==> src/rtl/cam_search_engine.sv <==
// Parametrised BCAM/TCAM with valid bits and a 2-stage search pipeline.
// Results are priority encoded; hit_count tracks hit results.
module cam_search_engine #(
    parameter int CAM_DEPTH = 8,
    parameter int CAM_WIDTH = 8,
    parameter     CAM_TYPE  = "BCAM",
    parameter int CNT_WIDTH = 16,
    localparam int AW = $clog2(CAM_DEPTH)
) (
    input  logic                 clk,
    input  logic                 rst,
    input  logic                 wr_en,
    input  logic [AW-1:0]        wr_addr,
    input  logic [CAM_WIDTH-1:0] wr_key,
    input  logic [CAM_WIDTH-1:0] wr_mask,
    input  logic                 wr_valid,
    input  logic                 flush,
    input  logic                 search_valid,
    output logic                 search_ready,
    input  logic [CAM_WIDTH-1:0] search_key,
    input  logic [CAM_WIDTH-1:0] search_mask,
    output logic                 result_valid,
    output logic                 result_hit,
    output logic [AW-1:0]        result_addr,
    output logic                 result_multi,
    output logic [CAM_DEPTH-1:0] result_vec,
    output logic [CNT_WIDTH-1:0] hit_count
);

    localparam bit TCAM = (CAM_TYPE == "TCAM");

    logic [CAM_WIDTH-1:0] tbl_key  [CAM_DEPTH];
    logic [CAM_WIDTH-1:0] tbl_mask [CAM_DEPTH];
    logic [CAM_DEPTH-1:0] tbl_valid;

    logic                 addr_ok;
    logic                 wr_hit;
    logic                 accept;

    logic                 s1_valid;
    logic [CAM_WIDTH-1:0] s1_key;
    logic [CAM_WIDTH-1:0] s1_mask;
    logic [CAM_DEPTH-1:0] cmp_vec;

    logic                 s2_valid;
    logic [CAM_DEPTH-1:0] s2_vec;

    logic                 enc_hit;
    logic                 enc_multi;
    logic [AW-1:0]        enc_addr;

    assign addr_ok      = (32'(wr_addr) < 32'(CAM_DEPTH));
    assign wr_hit       = wr_en && !flush && addr_ok;
    assign search_ready = rst && !flush;
    assign accept       = search_valid && search_ready;

    // Key/mask storage; BCAM keeps an all-zero mask so it never masks.
    always_ff @(posedge clk) begin
        if (wr_hit) begin
            tbl_key[wr_addr]  <= wr_key;
            tbl_mask[wr_addr] <= TCAM ? wr_mask : '0;
        end
    end

    // Valid bits: flush clears all and overrides a concurrent write.
    always_ff @(posedge clk or negedge rst) begin
        if (!rst) begin
            tbl_valid <= '0;
        end else if (flush) begin
            tbl_valid <= '0;
        end else if (wr_hit) begin
            tbl_valid[wr_addr] <= wr_valid;
        end
    end

    // S1: capture the accepted request.
    always_ff @(posedge clk or negedge rst) begin
        if (!rst) begin
            s1_valid <= 1'b0;
            s1_key   <= '0;
            s1_mask  <= '0;
        end else begin
            s1_valid <= accept;
            if (accept) begin
                s1_key  <= search_key;
                s1_mask <= search_mask;
            end
        end
    end

    // Compare the S1 key against the current (pre-write) table.
    always_comb begin
        cmp_vec = '0;
        for (int i = 0; i < CAM_DEPTH; i++) begin
            cmp_vec[i] = tbl_valid[i] &&
                (((tbl_key[i] ^ s1_key) & ~s1_mask & ~tbl_mask[i]) == '0);
        end
    end

    // S2: register the raw match vector.
    always_ff @(posedge clk or negedge rst) begin
        if (!rst) begin
            s2_valid <= 1'b0;
            s2_vec   <= '0;
        end else begin
            s2_valid <= s1_valid;
            if (s1_valid) begin
                s2_vec <= cmp_vec;
            end
        end
    end

    // Priority encode: lowest set index wins; multi when >1 bit set.
    always_comb begin
        enc_addr  = '0;
        enc_hit   = |s2_vec;
        enc_multi = |(s2_vec & (s2_vec - 1'b1));
        for (int i = CAM_DEPTH - 1; i >= 0; i--) begin
            if (s2_vec[i]) begin
                enc_addr = AW'(i);
            end
        end
    end

    // Output registers hold between pulses; hit counter saturates.
    always_ff @(posedge clk or negedge rst) begin
        if (!rst) begin
            result_valid <= 1'b0;
            result_hit   <= 1'b0;
            result_addr  <= '0;
            result_multi <= 1'b0;
            result_vec   <= '0;
            hit_count    <= '0;
        end else begin
            result_valid <= s2_valid;
            if (s2_valid) begin
                result_hit   <= enc_hit;
                result_addr  <= enc_addr;
                result_multi <= enc_multi;
                result_vec   <= s2_vec;
                if (enc_hit && !(&hit_count)) begin
                    hit_count <= hit_count + 1'b1;
                end
            end
        end
    end

endmodule
==> config.mk <==
export PLATFORM = sky130hd
export DESIGN_NAME = cam_search_engine
export DESIGN_NICKNAME = d
export VERILOG_FILES = /design/src/rtl/cam_search_engine.sv
export SDC_FILE = /design/constraint.sdc
export NUM_CORES = 1
export LEC_CHECK = 0
export BUFFER_PORTS_ARGS = -buffer_cell sky130_fd_sc_hd__buf_4
export CELL_PAD_IN_SITES_DETAIL_PLACEMENT = 1
export CELL_PAD_IN_SITES_GLOBAL_PLACEMENT = 2
export CORE_MARGIN = 8
export CORE_UTILIZATION = 25
export DETAILED_ROUTE_END_ITERATION = 10
export PLACE_DENSITY = 0.6
export SETUP_SLACK_MARGIN = 0.3
export SKIP_LAST_GASP = 1
export SYNTH_ARGS = -nofsm -noshare
export SYNTH_HDL_FRONTEND = slang
export SYNTH_SLANG_ARGS = --single-unit
==> constraint.sdc <==
create_clock -name clk -period 1.6 [get_ports clk]
set_input_delay 0.08 -clock clk [delete_from_list [all_inputs] [get_ports clk]]
set_output_delay 0.08 -clock clk [all_outputs]
set_load 0.005 [all_outputs]
Word-level counts from Yosys, hierarchy flattened:

Memories as Yosys holds them, arrays and structs flattened.
Index checks and enable logic that the tools add are counted.

* register bits after elaboration: 64
* RAM bits: 64
* bits of input ports: 41
* logic and storage cells: 94
* memories: 1

* add/subtract/negate cells: 2
* $lt $le $gt $ge: 2
* muxes and demuxes: 15
* bitwise logic cells: 34
* reductions and logical operators: 28

Memories
* tbl_key: words 8, width 8, read ports 8, clocked after Yosys merged registers in 0, wr ports 1, line 32 `logic [CAM_WIDTH-1:0] tbl_key [CAM_DEPTH];`

Operators with widths (count)
* $and 8x8->8: 17
* $logic_not 8->1: 8
* $not 8->8 const A: 8
* $xor 8x8->8: 8
* $mux 3: 8
* $add 16x1->16 const B: 1
* $mux 8: 2
* $reduce_and 16->1: 1
* $reduce_or 8->1: 2
* $logic_and 1x1->1: 13
* $bwmux 8: 1
* $not 8->8: 1
* $sub 8x1->8 const B: 1
* $lt 3x4->1 const B: 1
* $demux 1 s3: 1
* $ge 3x1->1 const B: 1
* $mux 1: 3
* $logic_not 1->1: 2
* $reduce_and 2->1: 1
* $reduce_bool 2->1: 1

Longest topological paths before layout:

Gate-level depths: netlist of run 1.

* depth after elaboration: 8
* gate-level depth with buffers: 6
* gate-level depth less buffers: 6

Least setup slack after synthesis of run 1:

Ideal clock, no wire load.

* path type: flip-flop to flip-flop
* from: register s2_vec[0]
* to: register hit_count[1]
* setup time: 0.125 ns
* data arrival time: 1.536 ns
* path slack: -0.061 ns
* cell stages (with the launch flop): 5
* cell sequence: dfrtp_1 > or4_1 > o21ai_4 > nor2_2 > mux2_4

* longest elaborated chain between the ends: 3

RTL lines
* start: declaration: line 46 `logic [CAM_DEPTH-1:0] s2_vec;`
* start signal: assignment: line 108 `s2_vec <= cmp_vec;`
* $reduce_or 8->1: line 116 `enc_hit = |s2_vec;`
* $logic_and 1x1->1: line 141 `if (enc_hit && !(&hit_count)) begin`
* $reduce_and 2->1 (no line)
* end signal: assignment: line 142 `hit_count <= hit_count + 1'b1;`
* end: declaration: line 27 `output logic [CNT_WIDTH-1:0] hit_count`

Every way passes these cells.
A chain may end at the register's enable or synchronous reset.

Worst setup path in the final report of run 1:

* from: register s2_vec[3]
* to: register hit_count[1]

Same word-level chain as after synthesis.

==> results of run 1 <==
[logic make-up (layout without fill, tap and decap cells)]
| logic type | after synthesis | count (layout) | share of synthesized area [%] |
|---|---|---|---|
| AOI/OAI and AO/OA | 65 | 65 | 7.49 |
| xor gates and xnor gates | 76 | 76 | 11.9 |
| adders and majority gates | 2 | 2 | 0.402 |
| buffers and inverters | 38 | 216 | 2.75 |
| DFF | 128 | 128 | 62.9 |
| muxes | 15 | 15 | 2.99 |
| and+or+nand+nor | 138 | 138 | 11.6 |
[area by class of cell]
class | instances | area [sq um] | share of cell area [%]
clock buffer | 17 | 425 | 5.01
clock inverter | 14 | 134 | 1.58
sequential | 128 | 3530 | 41.6
multi-input combinational | 296 | 2500 | 29.4
tap | 280 | 350 | 4.13
inverter | 13 | 51.3 | 0.604
timing repair buffer | 172 | 1500 | 17.7
[through the flow]
step / util (%) / setup TNS [ns] / cell area [sq um]
final: 38.8 / -1.84 / 8490
after global routing: 38.8 / -3.53 / 8490
after CTS: 36.2 / -1.66 / 7910
after detailed placement: 31.4 / -3.55 / 6860
after global placement: 31.4 / -2.72 / 6860
after floorplan: - / -0.0491 / 5650
[critical path: cells and delay by family, from the launching register on]
family           cells  cell delay [ns]
multiplexers         1             0.30
AND/OR/NAND/NOR      2             0.65
AO/OA/AOI/OAI        1             0.27
flip-flops           1             0.43
[cells in the mapped netlist, drive strengths merged (10+ instances only)]
library cell  count  area, sq um
mux2             11          128
nor2             29          111
inv              12         45.0
nand2            63          236
edfxtp           64         1920
o21ai            18          101
o22ai            25          156
xnor2            70          613
nor4             10         62.6
dfrtp            64         1600
buf              17         75.1
[timing repair]
| action | 4_1_cts | 5_1_grt |
|---|---|---|
| cloned | 0 | 2 |
| buffers inserted | 7 | 15 |
| endpoints found under the setup margin | 28 | 51 |
| hold endpoints to repair | 153 | 0 |
| hold buffers | 29 | 0 |
| resized for setup | 34 | 70 |
| pin swaps | 14 | 29 |
[per-layer routing]
layer	wire, um	GRT usage [%]	part of all wire [%]
met5	0	0	0
met4	330	4.43	1.9
met3	569	3.24	3.3
met2	8570	20.5	50
met1	7690	14.5	45
[flip-flops by register name, summed over array words and instances (netlist names)]
name	count
s2_vec	8
hit_count	16
result_hit	1
result_multi	1
result_addr	3
result_valid	1
s1_valid	1
s1_key	8
s2_valid	1
tbl_key	64
s1_mask	8
result_vec	8
tbl_valid	8
[power by group through the flow]
| stage | Clock, mW | Combinational [mW] | Sequential, mW |
|---|---|---|---|
| after CTS | 3.79 | 1.11 | 3.80 |
| after global placement | 0 | 0.972 | 3.85 |
| after global routing | 3.91 | 1.56 | 3.84 |
| final | 3.70 | 1.45 | 3.81 |
| after floorplan | 0 | 0.681 | 3.68 |
| after detailed placement | 0 | 0.977 | 3.86 |
[worst paths after layout]
kind,start,to,slack (ns),cells past startpoint
worst max-delay path,s2_vec[3]$_DFFE_PN0P_,hit_count[1]$_DFFE_PN0P_,-0.16,4
worst min-delay path,wr_addr[2],tbl_valid[0]$_DFFE_PN0P_,0.07,4
worst max register to register,s2_vec[3]$_DFFE_PN0P_,hit_count[1]$_DFFE_PN0P_,-0.16,4
worst min register to register,result_vec[0]$_DFFE_PN0P_,result_vec[0]$_DFFE_PN0P_,0.51,1
max in group asynchronous,rst,s2_vec[3]$_DFFE_PN0P_,0.57,3
min in group asynchronous,rst,result_vec[3]$_DFFE_PN0P_,0.44,3
==> out/results.ini, run 1 <==
[sta]
finalSetupViolCount=24
min_period_ns=1.76
hold_viol=0
rsz0062_at_grt=yes
max_freq_mhz=567
slew_headroom_pct=43.5
holdWs_ns=0.0675
maxSlewViolCount=0
fin_worst_skew_ns=0.0125
fin_ws_ns=-0.164
worst_pin_slew_ns=0.847
post-route-period-util_pct=110

[cells_and_area]
layout_common_cells=buf_4, edfxtp_1, nand2_1, dfrtp_1, xnor2_1
nets=670
diodes=0
drive_gt1_share_pct=40.9
nFillCells=2307
final_common_cell=buf_4
syn_to_final_growth_pct=51.6
fin_cells=920

[die]
die_w_um=166
die_area_sq_um=27400
core-area_sq_um=21900
num_io_pins=72
die_h_um=166
start_util_pct=25.6
num_rows=54

[run_status]
violations=setup timing
status=finished, violations left

[power_and_ir_drop]
vdd_drop_max_uv=690
power.total_mw=8.96
clkPwrFrac_pct=41.3
power_switching_mw=2.44
p_comb_share_pct=16.2
swShare_pct=27.3
p_leak_nw=3.48
pwr_density_cell_nw_per_um2=1060
p_int_mw=6.52
p_seq_share_pct=42.6

[clock_tree]
clockBufferDepth=2
numCtsBuffers=17
path_clk_slew_ns=0.06
h-tree-depth=4
root_buffer=clkbuf_16
cts.sinks=128
cts_tree=built
insertion_delay_ns=0.43

[routing]
vias=4235
ant_nets=0
wirelength_mm=17.2
drc_errors=0
dr.pass1.iters=4
wire_per_inst_um=18.7
via_per_inst=4.60
first_iter_violations=233

[setup_path]
cp_cell_sequence=or4_4, o21ai_4, nor2_4, mux2_4
cp_slowest_cell=or4_4
critPathMaxFanout=5
setup.worst_path.class=flip-flop to flip-flop
cp-end-kind=flip-flop
critPathLaunchType=flip-flop
worstPathArrival_ns=2.08
critPathMaxStageDelay_ns=0.57
worstPathRequired_ns=1.91

[synth]
yosys_most_used_dff=edfxtp_1
synth_cell_types=43
async_flop_share_pct=50.0
synth_area_per_cell_sq_um=12.1
yosys_warnings=0
synth_edf_count=64
ys_seq_elements=128
synth_cells=462
synth_area_sq_um=5600
seq_area_frac_synth_pct=62.9
syn-num-nets=504

[global_routing]
groute.usage.overall_pct=12.1
overflow=0
grt_max_degree=65
grt_pass1_vias=4633
antenna_found_initial=0
grt_pass1_wl_mm=26.3

[placed_design]
detailed_place_hpwl_mm=11.9
io_buffer_count=63
gp_congestion=0.776
pre_cts_ws_ns=-0.327
dp.cells=836

[job]
max_cap_violations=0

[hold_path]
min_path_type=input port to flip-flop

Note: power is estimated with default switching activity, not from simulation.
==> run 2: changes to the inputs <==
- ABC_AREA: unset -> 1
- PLACE_DENSITY: 0.6 -> 0.65
==> out/results.ini, run 2 <==
[sta]
worst_pin_slew_ns=0.656
hold_viol=0
fin_worst_skew_ns=0.00906
slew_headroom_pct=56.3
post-route-period-util_pct=87.9
holdWs_ns=0.0835
tns_ns=0
min_period_ns=1.41
max_freq_mhz=711
rsz0062_at_grt=yes
fin_ws_ns=0.193
finalSetupViolCount=0
maxSlewViolCount=0

[synth]
synth_cells=748
yosys.area.top_type=edfxtp_1
ys_top_cells_by_area=edfxtp_1, dfrtp_1, nand2_1
synth_edf_count=64
yosysTopAreaCellShare_pct=31.0
yosys_warnings=0
synthTopCellsByCount=nand2_1, nor2_1, dfrtp_1, edfxtp_1, o21ai_0
synth_cell_types=29
synth_area_sq_um=6190
syn-num-nets=790
yosys_most_used_dff=edfxtp_1
yosysMostFrequentCell=nand2_1
seq_area_frac_synth_pct=56.9
ys_seq_elements=128
synth_area_per_cell_sq_um=8.28
async_flop_share_pct=50.0

[clock_tree]
cts.sinks=128
numCtsBuffers=17
cts_tree=built
clockBufferDepth=2
root_buffer=clkbuf_16
path_clk_slew_ns=0.06
insertion_delay_ns=0.42
h-tree-depth=4

[setup_path]
worstPathArrival_ns=1.76
setup.worst_path.class=flip-flop to flip-flop
r2r_cells=8
critPathLaunchType=flip-flop
worstPathRequired_ns=1.95
cp-end-kind=flip-flop
critPathMaxFanout=7

[die]
die_h_um=173
num_io_pins=72
num_rows=57
start_util_pct=25.5
die_w_um=173
die_area_sq_um=30100
core-area_sq_um=24300

[routing]
wire_per_inst_um=15.4
dr.pass1.iters=4
drc_errors=0
vias=5306
via_per_inst=4.31
ant_nets=0
first_iter_violations=265
wirelength_mm=18.9

[power_and_ir_drop]
pwr_density_cell_nw_per_um2=1020
p_leak_nw=3.91
vdd_drop_max_uv=477
power.total_mw=8.98

[placed_design]
dp.cells=1143
io_buffer_count=63
place_area_sq_um=7230
gp_congestion=0.696
detailed_place_hpwl_mm=12.7
pre_cts_ws_ns=0.109

[cells_and_area]
fin_cells=1230
design_area_sq_um=8780
largest_register=tbl_key
syn_to_final_growth_pct=41.8
final_common_cell=nand2_1
drive_gt1_share_pct=28.9
final_util_pct=36.1
nets=935
largest_reg_flops=64
diodes=0
layout_common_cells=nand2_1, buf_4, nor2_1, edfxtp_1, dfrtp_1
reg.largest.list=tbl_key: 64 flops, hit_count: 16 flops

[global_routing]
antenna_found_initial=1
overflow=0
grt_max_degree=65
grt_pass1_vias=5472
grt_pass1_wl_mm=30.4
groute.usage.overall_pct=12.9

[hold_path]
min_path_type=input port to flip-flop
min_delay_path_depth=4

[job]
max_cap_violations=0

[run_status]
status=complete, no violations

==> run 2: cell count changes after synthesis, sizes merged, moves of 10 or more <==
cell   delta
nor4     -10
nor2     +94
mux2     -11
xnor2    -58
nand3    +28
o22ai    -25
o21ai    +42
nand2   +224
inv      +38
==> run 2: cells by family (layout without fill, tap and decap cells) <==
group | after synthesis | count (layout) | share of synthesized area [%]
flops | 128 | 128 | 56.9
xor+xnor | 15 | 15 | 2.12
compound gates | 62 | 62 | 5.23
simple gates | 459 | 459 | 29.9
buf+inv | 83 | 241 | 5.64
fa+ha+maj | 1 | 1 | 0.202
==> run 2: where the power goes <==
part | switching, mW | internal, mW
Combinational | 0.757 | 0.558
Sequential | 0.150 | 3.59
Clock | 1.71 | 2.23
Total | 2.61 | 6.37
==> run 2: critical path, cell delays in order (launching register included) <==
cell	delay (ns)
dfrtp_1	0.39
ha_4	0.17
nand3_4	0.10
clkinv_4	0.07
nand3_4	0.09
o21ai_4	0.22
clkbuf_16	0.19
nand2_1	0.05
nand2_1	0.06
==> run 2: final cells by class <==
cell class                 instances  area, sq um
clock inverter                    15          164
timing repair inverter             1         7.51
clock buffer                      17          425
sequential                       128         3530
fill                            2821        15500
timing repair buffer             152         1310
multi-input combinational        537         2710
inverter                          56          221
tap                              324          405
==> run 2: path summary, 6_finish.rpt <==
check                                          startpoint                   endpoint  slack (ns)
worst max-delay path             hit_count[1]$_DFFE_PN0P_   hit_count[3]$_DFFE_PN0P_        0.19
worst min-delay path                           wr_addr[0]   tbl_valid[5]$_DFFE_PN0P_        0.08
worst max register to register   hit_count[1]$_DFFE_PN0P_   hit_count[3]$_DFFE_PN0P_        0.19
worst min register to register  result_vec[6]$_DFFE_PN0P_  result_vec[6]$_DFFE_PN0P_        0.47
max in group asynchronous                             rst         s2_valid$_DFF_PN0_        0.77
min in group asynchronous                             rst   tbl_valid[5]$_DFFE_PN0P_        0.33
==> run 2: per-layer routing <==
layer / vias up / part of all wire [%] / track usage (%)
met3: 18 / 3.6 / 2.77
met4: 0 / 1.4 / 3.95
li1: 2666 / - / -
met2: 81 / 46 / 20.2
met5: - / 0 / 0
met1: 2541 / 49 / 17.4
==> run 2: timing repair <==
| item | 4_1_cts | 5_1_grt |
|---|---|---|
| buffers inserted | 14 | 10 |
| pin swaps | 3 | 59 |
| setup endpoints to repair | 25 | 29 |
| cloned | 0 | 3 |
| hold buffers | 28 | 0 |
| resized for setup | 29 | 106 |
| hold endpoints to repair | 152 | 0 |
==> run 3: changes to the inputs <==
- ABC_AREA: 1 -> 0
- CORE_ASPECT_RATIO: unset -> 1.5
- PLACE_DENSITY: 0.65 -> 0.6
==> out/results.ini, run 3 (same netlist as run 1, synthesis figures left out) <==
[power_and_ir_drop]
pwr_density_cell_nw_per_um2=1070
p_leak_nw=3.58
vdd_drop_max_uv=745
power.total_mw=9.32

[cells_and_area]
nets=670
seq_area_sq_um=3530
nFillCells=2288
drive_gt1_share_pct=43.8
layout_common_cells=buf_4, edfxtp_1, nand2_1, dfrtp_1, xnor2_1
multi_input_area_sq_um=2680
reg.largest.list=tbl_key: 64 flops, hit_count: 16 flops
largest_register=tbl_key
diodes=0
syn_to_final_growth_pct=55.9
fin_cells=917
final_common_cell=buf_4
design_area_sq_um=8730
largest_reg_flops=64

[hold_path]
min_path_type=input port to flip-flop
min_delay_path_depth=3
hold_start=flush
hold_end=tbl_valid[3]$_DFFE_PN0P_

[global_routing]
busiest_layer=met2
gr-usage-met3_pct=3.14
grt_pass1_vias=4728
gr-usage-met1_pct=12.4
grt_pass1_wl_mm=26.1
overflow=0
grt_max_degree=65
antenna_found_initial=0
groute.usage.overall_pct=12.2
globalRouteMet2Util_pct=23.4

[sta]
fin_worst_skew_ns=0.00677
min_period_ns=1.72
post-route-period-util_pct=108
fin_ws_ns=-0.121
slew_headroom_pct=41.2
finalSetupViolCount=17
rsz0062_at_grt=yes
worst_pin_slew_ns=0.881
max_freq_mhz=581
maxSlewViolCount=0
hold_viol=0

[clock_tree]
root_buffer=clkbuf_16
h-tree-depth=4
clockBufferDepth=2
cts_tree=built
numCtsBuffers=17
insertion_delay_ns=0.42
path_clk_slew_ns=0.06
cts.sinks=128

[run_status]
status=finished, violations left
violations=setup timing

[placed_design]
place_area_sq_um=6870
gp_congestion=0.779
io_buffer_count=63
dp.cells=832
detailed_place_hpwl_mm=11.6

[setup_path]
r2r_cells=4
critPathMaxFanout=5
r2r-end=hit_count[1]$_DFFE_PN0P_
regToRegStartpoint=s2_vec[4]$_DFFE_PN0P_
setup.worst_path.class=flip-flop to flip-flop
critPathMaxStageDelay_ns=0.57
cp_slowest_cell=or4_4
worstPathArrival_ns=2.02
cp_cell_sequence=or4_4, o21ai_4, nor2_4, mux2_4
cp-end-kind=flip-flop
worstPathRequired_ns=1.90
reg2reg_slack_ns=-0.12
critPathLaunchType=flip-flop

[routing]
wire_per_inst_um=18.2
dr.pass1.iters=4
via_per_inst=4.53
first_iter_violations=138
wirelength_mm=16.7
drc_errors=0
ant_nets=0
vias=4150

[die]
num_io_pins=72
num_rows=67
start_util_pct=25.2
core-area_sq_um=22200
die_area_sq_um=27500
die_h_um=199
die_w_um=138

[job]
max_cap_violations=0

[run 3: cell type report]
cell class              count  share of cell area, %
clock buffers              19                   5.08
clock inverters            13                   1.88
inverters                  13                  0.588
multi-input cells         296                   30.7
flip-flops and latches    128                   40.5
well taps                 276                   3.96
repair buffers            172                   17.3
[run 3: critical path, delay by kind of cell, from the launching register on]
family / cells / cell delay, ns
AND/OR/NAND/NOR: 2 / 0.65
multiplexers: 1 / 0.30
AO/OA/AOI/OAI: 1 / 0.26
flip-flops: 1 / 0.40
[run 3: through the flow]
| stage | worst slack [ns] | TNS [ns] | utilization (%) | hold WS, ns |
|---|---|---|---|---|
| after floorplan | -0.0491 | -0.0491 | - | -0.216 |
| after global placement | -0.241 | -1.75 | 30.9 | 0.271 |
| after detailed placement | -0.276 | -2.61 | 30.9 | 0.280 |
| after CTS | -0.0808 | -1.17 | 36.2 | 0.0261 |
| after global routing | -0.162 | -2.80 | 39.3 | 0.0466 |
| final | -0.121 | -0.914 | 39.3 | 0.0458 |
[run 3: report_power, final]
part | leakage [nW] | total [mW] | switching, mW | internal (mW)
registers | 1.43 | 3.80 | 0.215 | 3.59
logic | 1.85 | 1.56 | 0.734 | 0.826
clock network | 0.293 | 3.95 | 1.46 | 2.49
total | 3.58 | 9.32 | 2.41 | 6.90
[run 3: routing by layer]
layer  share of wire (%)  vias up
met5                   0        -
met4                 2.0        0
met3                 2.8       21
met2                  56       61
met1                  40     2086
li1                    -     1982
[run 3: how the worst max path moves through the flow]
stage,startpoint,end,slack [ns],cells after the start
2_1_floorplan,s2_vec[0]$_DFFE_PN0P_,hit_count[1]$_DFFE_PN0P_,-0.05,4
3_3_place_gp,s1_key[2]$_DFFE_PN0P_,s2_vec[1]$_DFFE_PN0P_,-0.24,6
3_5_place_dp,s1_key[2]$_DFFE_PN0P_,s2_vec[1]$_DFFE_PN0P_,-0.28,6
4_1_cts,s1_key[0]$_DFFE_PN0P_,s2_vec[0]$_DFFE_PN0P_,-0.08,7
5_1_grt,s2_vec[4]$_DFFE_PN0P_,hit_count[1]$_DFFE_PN0P_,-0.16,4
6_report,s2_vec[4]$_DFFE_PN0P_,hit_count[1]$_DFFE_PN0P_,-0.12,4
[run 3: timing repair]
item,4_1_cts,5_1_grt
pin swaps,24,31
gates resized for setup,45,87
setup endpoints to repair,27,29
hold endpoints to repair,152,0
buffers inserted,9,17
cloned,0,1
hold buffers,26,0
